### src/rtl/sram_axi_bridge_pkg.sv
// Shared widths, AXI id constants and FSM encodings for the SRAM-like to AXI bridge.
package sram_axi_bridge_pkg;
   localparam int INST_REQ_W = 34;
   localparam int DATA_REQ_W = 71;
   localparam int AR_W       = 39;
   localparam int AW_W       = 35;
   localparam int W_W        = 36;
   localparam int R_W        = 36;

   localparam logic [3:0] ARID_INST = 4'd0;
   localparam logic [3:0] ARID_DATA = 4'd1;

   typedef enum logic {
      AR_IDLE = 1'b0,
      AR_SEND = 1'b1
   } ar_state_t;

   typedef enum logic [1:0] {
      W_IDLE = 2'd0,
      W_SEND = 2'd1,
      W_RESP = 2'd2
   } w_state_t;
endpackage

### src/rtl/sram_axi_bridge.sv
// Bridges an instruction read port and a data read/write port (SRAM-like) onto one AXI master.
// Handshake: a transfer happens in any cycle where valid and ready are both 1; valid holds its payload until then.
module sram_axi_bridge
   import sram_axi_bridge_pkg::*;
(
   input  logic                  clk,
   input  logic                  reset,
   input  logic                  inst_req,
   input  logic [INST_REQ_W-1:0] inst_req_bus,
   output logic                  inst_addr_ok,
   output logic                  inst_data_ok,
   output logic [31:0]           inst_rdata,
   input  logic                  data_req,
   input  logic [DATA_REQ_W-1:0] data_req_bus,
   output logic                  data_addr_ok,
   output logic                  data_data_ok,
   output logic [31:0]           data_rdata,
   output logic                  arvalid,
   output logic [AR_W-1:0]       ar_bus,
   input  logic                  arready,
   input  logic                  rvalid,
   input  logic [R_W-1:0]        r_bus,
   output logic                  rready,
   output logic                  awvalid,
   output logic [AW_W-1:0]       aw_bus,
   input  logic                  awready,
   output logic                  wvalid,
   output logic [W_W-1:0]        w_bus,
   input  logic                  wready,
   input  logic                  bvalid,
   output logic                  bready
);
   ar_state_t ar_state, ar_next;
   w_state_t  w_state, w_next;
   logic      inst_out, data_out;
   logic      aw_done, w_done;
   logic      inst_rd_ok, data_rd_ok, data_wr_ok;
   logic      rid_inst, rid_data, aw_hs, w_hs;

   wire       data_wr = data_req_bus[70];

   // Data read wins arbitration; the inst read is only taken when no data read is taken.
   assign data_rd_ok = !reset && data_req && !data_wr && (ar_state == AR_IDLE)
                       && !data_out && (w_state == W_IDLE);
   assign data_wr_ok = !reset && data_req && data_wr && (w_state == W_IDLE) && !data_out;
   assign inst_rd_ok = !reset && inst_req && (ar_state == AR_IDLE) && !inst_out && !data_rd_ok;

   assign inst_addr_ok = inst_rd_ok;
   assign data_addr_ok = data_rd_ok || data_wr_ok;

   assign rid_inst = !reset && rvalid && (r_bus[35:32] == ARID_INST);
   assign rid_data = !reset && rvalid && (r_bus[35:32] == ARID_DATA);
   assign rready       = !reset;
   assign inst_data_ok = rid_inst;
   assign data_data_ok = rid_data || (!reset && (w_state == W_RESP) && bvalid);
   assign inst_rdata   = r_bus[31:0];
   assign data_rdata   = r_bus[31:0];

   // State registers
   always_ff @(posedge clk) begin
      if (reset) begin
         ar_state <= AR_IDLE;
         w_state  <= W_IDLE;
      end else begin
         ar_state <= ar_next;
         w_state  <= w_next;
      end
   end

   // Next-state logic
   always_comb begin
      ar_next = ar_state;
      case (ar_state)
         AR_IDLE: if (data_rd_ok || inst_rd_ok) ar_next = AR_SEND;
         AR_SEND: if (arready) ar_next = AR_IDLE;
         default: ar_next = AR_IDLE;
      endcase
   end

   always_comb begin
      w_next = w_state;
      case (w_state)
         W_IDLE: if (data_wr_ok) w_next = W_SEND;
         W_SEND: if ((aw_done || aw_hs) && (w_done || w_hs)) w_next = W_RESP;
         W_RESP: if (bvalid) w_next = W_IDLE;
         default: w_next = W_IDLE;
      endcase
   end

   // Output logic
   always_comb begin
      arvalid = !reset && (ar_state == AR_SEND);
      awvalid = !reset && (w_state == W_SEND) && !aw_done;
      wvalid  = !reset && (w_state == W_SEND) && !w_done;
      bready  = !reset && (w_state == W_RESP);
   end

   assign aw_hs = awvalid && awready;
   assign w_hs  = wvalid && wready;

   // Outstanding-read flags and per-channel completion flags for the write
   always_ff @(posedge clk) begin
      if (reset) begin
         inst_out <= 1'b0;
         data_out <= 1'b0;
         aw_done  <= 1'b0;
         w_done   <= 1'b0;
      end else begin
         inst_out <= (inst_out && !rid_inst) || inst_rd_ok;
         data_out <= (data_out && !rid_data) || data_rd_ok;
         if (data_wr_ok) begin
            aw_done <= 1'b0;
            w_done  <= 1'b0;
         end else begin
            if (aw_hs) aw_done <= 1'b1;
            if (w_hs)  w_done  <= 1'b1;
         end
      end
   end

   // Payload latches only load on acceptance, so they stay put while valid is high
   always_ff @(posedge clk) begin
      if (reset) begin
         ar_bus <= '0;
         aw_bus <= '0;
         w_bus  <= '0;
      end else begin
         if (data_rd_ok)
            ar_bus <= {ARID_DATA, 1'b0, data_req_bus[69:68], data_req_bus[63:32]};
         else if (inst_rd_ok)
            ar_bus <= {ARID_INST, 1'b0, inst_req_bus[33:32], inst_req_bus[31:0]};
         if (data_wr_ok) begin
            aw_bus <= {1'b0, data_req_bus[69:68], data_req_bus[63:32]};
            w_bus  <= {data_req_bus[67:64], data_req_bus[31:0]};
         end
      end
   end
endmodule

### config.mk
export PLATFORM = sky130hd
export DESIGN_NAME = sram_axi_bridge
export DESIGN_NICKNAME = d
export VERILOG_FILES = /design/src/rtl/sram_axi_bridge_pkg.sv /design/src/rtl/sram_axi_bridge.sv
export SDC_FILE = /design/constraint.sdc
export NUM_CORES = 1
export LEC_CHECK = 0
export BUFFER_PORTS_ARGS = -buffer_cell sky130_fd_sc_hd__buf_2
export CORE_AREA = 2 2 130 132
export CTS_CLUSTER_DIAMETER = 100
export DETAILED_ROUTE_END_ITERATION = 10
export DIE_AREA = 0 0 132 134
export PLACE_DENSITY = 0.59
export RECOVER_POWER = 100
export SETUP_SLACK_MARGIN = 0.05
export SLEW_MARGIN = 15
export SYNTH_ARGS = -nofsm -noshare
export SYNTH_HDL_FRONTEND = slang
export SYNTH_SLANG_ARGS = --single-unit
export TNS_END_PERCENT = 50
### constraint.sdc
create_clock -name clk -period 2.5 [get_ports clk]
set_clock_uncertainty 0.05 [all_clocks]
set_input_delay 0.75 -clock clk [delete_from_list [all_inputs] [get_ports clk]]
set_output_delay 0.75 -clock clk [all_outputs]
set_load 0.1 [all_outputs]
==> flow_summary.toml <==
[run_status]
run_status = "completed"

[critical_path]
crit_path_start_kind = "primary input"
critical_path.endpoint_type = "output port"
worstPathMaxFanout = 5
path_class = "primary input to output port"
worstPathArrival_ns = 1.63
reg2reg_depth = 5
required_ns = 1.70

[cells_and_area]
area_of_the_multi_input_gates_mm2 = 0.00203
sequential_cell_area_mm2 = 0.00224
finish.net_count = 913
finish.utilization_pct = 38.1
n_antenna_cell = 0
layout-drive-gt1-share_pct = 38.5
final.fill_count = 1775
areaGrowthSynthToFinish_pct = 24.8

[logic_synthesis]
synth_adder_area_share_pct = 0
postSynthAreaPerCell_um2 = 8.13
synth_area_leader_cell = "dfxtp_1"
synthTopCellsByArea = "dfxtp_1 45%, nand2_1 16%, buf_4 10%"
synth-seq-cells = 112
yosysWarningCount = 0
netlist-cell-type-count = 29
synth_xor_xnor_area_share_pct = 0
yosys-mux-area-fraction_pct = 0
synth-compound-area-share_pct = 18.3
cell_area_after_synthesis_mm2 = 0.00498
seq_area_frac_synth_pct = 45.1
simple_gate_portion_of_the_synthesized_area_pct = 21.9
postSynthCellCount = 612
synth_top_family_by_area = "simple AND/OR/NAND/NOR gates"
synth.top_cell.area_share_pct = 45.1

[grt]
grt_start_max_net_pins = 56
grt-ovfl-total = 0
grt_use_total_pct = 16.1
grt_pass1_wl_mm = 22.6
via_count_of_the_first_global_routing_pass = 4197
antenna_violations_before_repair = 0

[drt]
via_count = 4494
totalWireLength_mm = 14.6
avgRoutedWirePerCell_um = 14.7
detailedRoute.firstIterationViolations = 130
iteration_count_of_the_initial_detailed_routing_pass = 4
post_drt_via_cell_ratio = 4.55
remaining_drc_errors = 0
number_of_routed_nets_with_antenna_violations = 0

[clock_network]
cts.htree.levels = 3
cts_num_sinks = 112
clk-insertion-delay-late_ns = 0.35
cts_root_buf = "clkbuf_16"
clk_path_buf_depth = 2
path_clk_slew_ns = 0.08
numCtsBuffers = 9
post-cts-setup-buffer-count = 0
tritoncts = "yes"

[power_and_ir_drop]
power.leakage_nw = 2.64
p_per_area_mw_per_mm2 = 750
worst_ir_drop_vdd_uv = 293
finalPower_mw = 4.66

[placed_design]
pre_cts_slack_ns = 0.0129
gp_congestion = 0.733
port_buffers = 231
hpwl_reported_at_the_end_of_detailed_placement_mm = 10.3

[timing]
finalSetupViolCount = 0
max_clock_freq_ghz = 0.411
rsz0062_at_grt = "true"
fin_crit_sh_pct = 97.4
worst_slew_margin_rel_pct = 45.9
worst-slew-pin-transition_ns = 0.811
layout_min_cycle_time_ns = 2.43
layout_setup_ws_ns = 0.0658
number_of_pins_exceeding_their_max_slew_limit_in_the_final_report = 0
hold-worst-slack_ns = 0.405
final_hold_viol_count = 0
final_layout_setup_total_negative_slack_ns = 0

[run]
drv.max_cap_violation_count = 0

[floorplanning]
row_count = 47
die_h_um = 134
core_region_area_mm2 = 0.0163
boundaryPins = 333
dieWidth_um = 132
floorplan.initialDensity_pct = 30.5
die_area_mm2 = 0.0177

[hold_path]
min-delay-path-class = "register to register"
hold_path_depth = 2
-- layout by cell type, fill, tap and decap left out, drive strengths merged, types with 5 or more instances in the layout --
cell	count
nand2	211
buf	136
clkbuf	121
dfxtp	112
a21oi	74
nor2	41
a311oi	34
conb	5
-- cells in the mapped netlist --
| cell type | n |
|---|---|
| buf_6 | 4 |
| a311oi_2 | 30 |
| dfxtp_1 | 112 |
| buf_2 | 13 |
| nor4_1 | 1 |
| o21bai_1 | 1 |
| a21oi_1 | 74 |
| and2_1 | 3 |
| buf_4 | 69 |
| nor4b_4 | 1 |
| or4b_1 | 1 |
| nor3_1 | 4 |
| nand2b_1 | 2 |
| o2111a_1 | 1 |
| inv_1 | 2 |
| a311oi_1 | 4 |
| nor2b_1 | 4 |
| conb_1 | 1 |
| o311ai_0 | 1 |
| o22ai_1 | 1 |
| nand4_1 | 1 |
| nand2_1 | 211 |
| clkbuf_1 | 25 |
| nand4_2 | 1 |
| and4_1 | 1 |
| a2bb2oi_1 | 1 |
| a21o_1 | 1 |
| o21ai_0 | 1 |
| nor2_1 | 41 |
-- power breakdown --
group / internal [mW] / switching (mW) / leakage (nW)
sequential: 1.88 / 0.0603 / 0.912
combinational: 0.259 / 1.05 / 1.59
clock: 0.709 / 0.693 / 0.135
total: 2.85 / 1.80 / 2.64
-- final timing paths --
kind	to	startpoint	slack, ns
setup / recovery	inst_addr_ok	reset	0.07
hold / removal	aw_bus[25]	aw_bus[25]	0.40
setup reg to reg	aw_bus[5]	w_state[1]	0.31
hold reg to reg	aw_bus[25]	aw_bus[25]	0.40
-- cell type report --
cell class                      instances  share of cell area [%]
Clock buffer                           10                    3.85
Clock inverter                          6                   0.685
Inverter                                2                   0.121
Timing Repair Buffer                  247                    22.1
Sequential cell                       112                    36.1
Tap cell                              220                    4.43
Multi-Input combinational cell        391                    32.7
-- registers in the layout, summed over array words and instances (netlist names) --
name and flops:
ar_bus 35, ar_state 1, aw_bus 34, aw_done 1, data_out 1, inst_out 1, w_bus 36, w_done 1
w_state 2
-- logic make-up (layout without fill, tap and decap cells) --
family	count (synthesis)	after routing
AOI/OAI and AO/OA	115	115
buffers and inverters	113	265
DFF	112	112
other	1	5
and+or+nand+nor	271	271
-- repair_timing --
item                       CTS  global route
gates resized for setup      0             2
pin swaps                    2             0
hold buffers                 0             0
setup endpoints to repair    2             3
-- routing by layer --
layer | GRT usage (%) | routed length, µm | part of all wire, % | up-vias
met4 | 6.82 | 308 | 2.1 | 0
met3 | 5.33 | 1170 | 8.0 | 29
met1 | 21.1 | 6710 | 46 | 2047
met2 | 24.5 | 6390 | 44 | 179
met5 | 0 | 0 | 0 | -
li1 | - | - | - | 2239
-- per-stage QoR --
stage | instance area (µm²) | instances
floorplan | 5080 | 616
global placement | 6080 | 972
detailed placement | 6080 | 972
CTS | 6360 | 988
global route | 6210 | 988
finish | 6210 | 988
-- critical path, stage by stage --
cell     delay (ns)
buf_4          0.13
buf_4          0.15
nor4b_4        0.23
and2_4         0.20
buf_12         0.17
(Power assumes the default switching activity.)
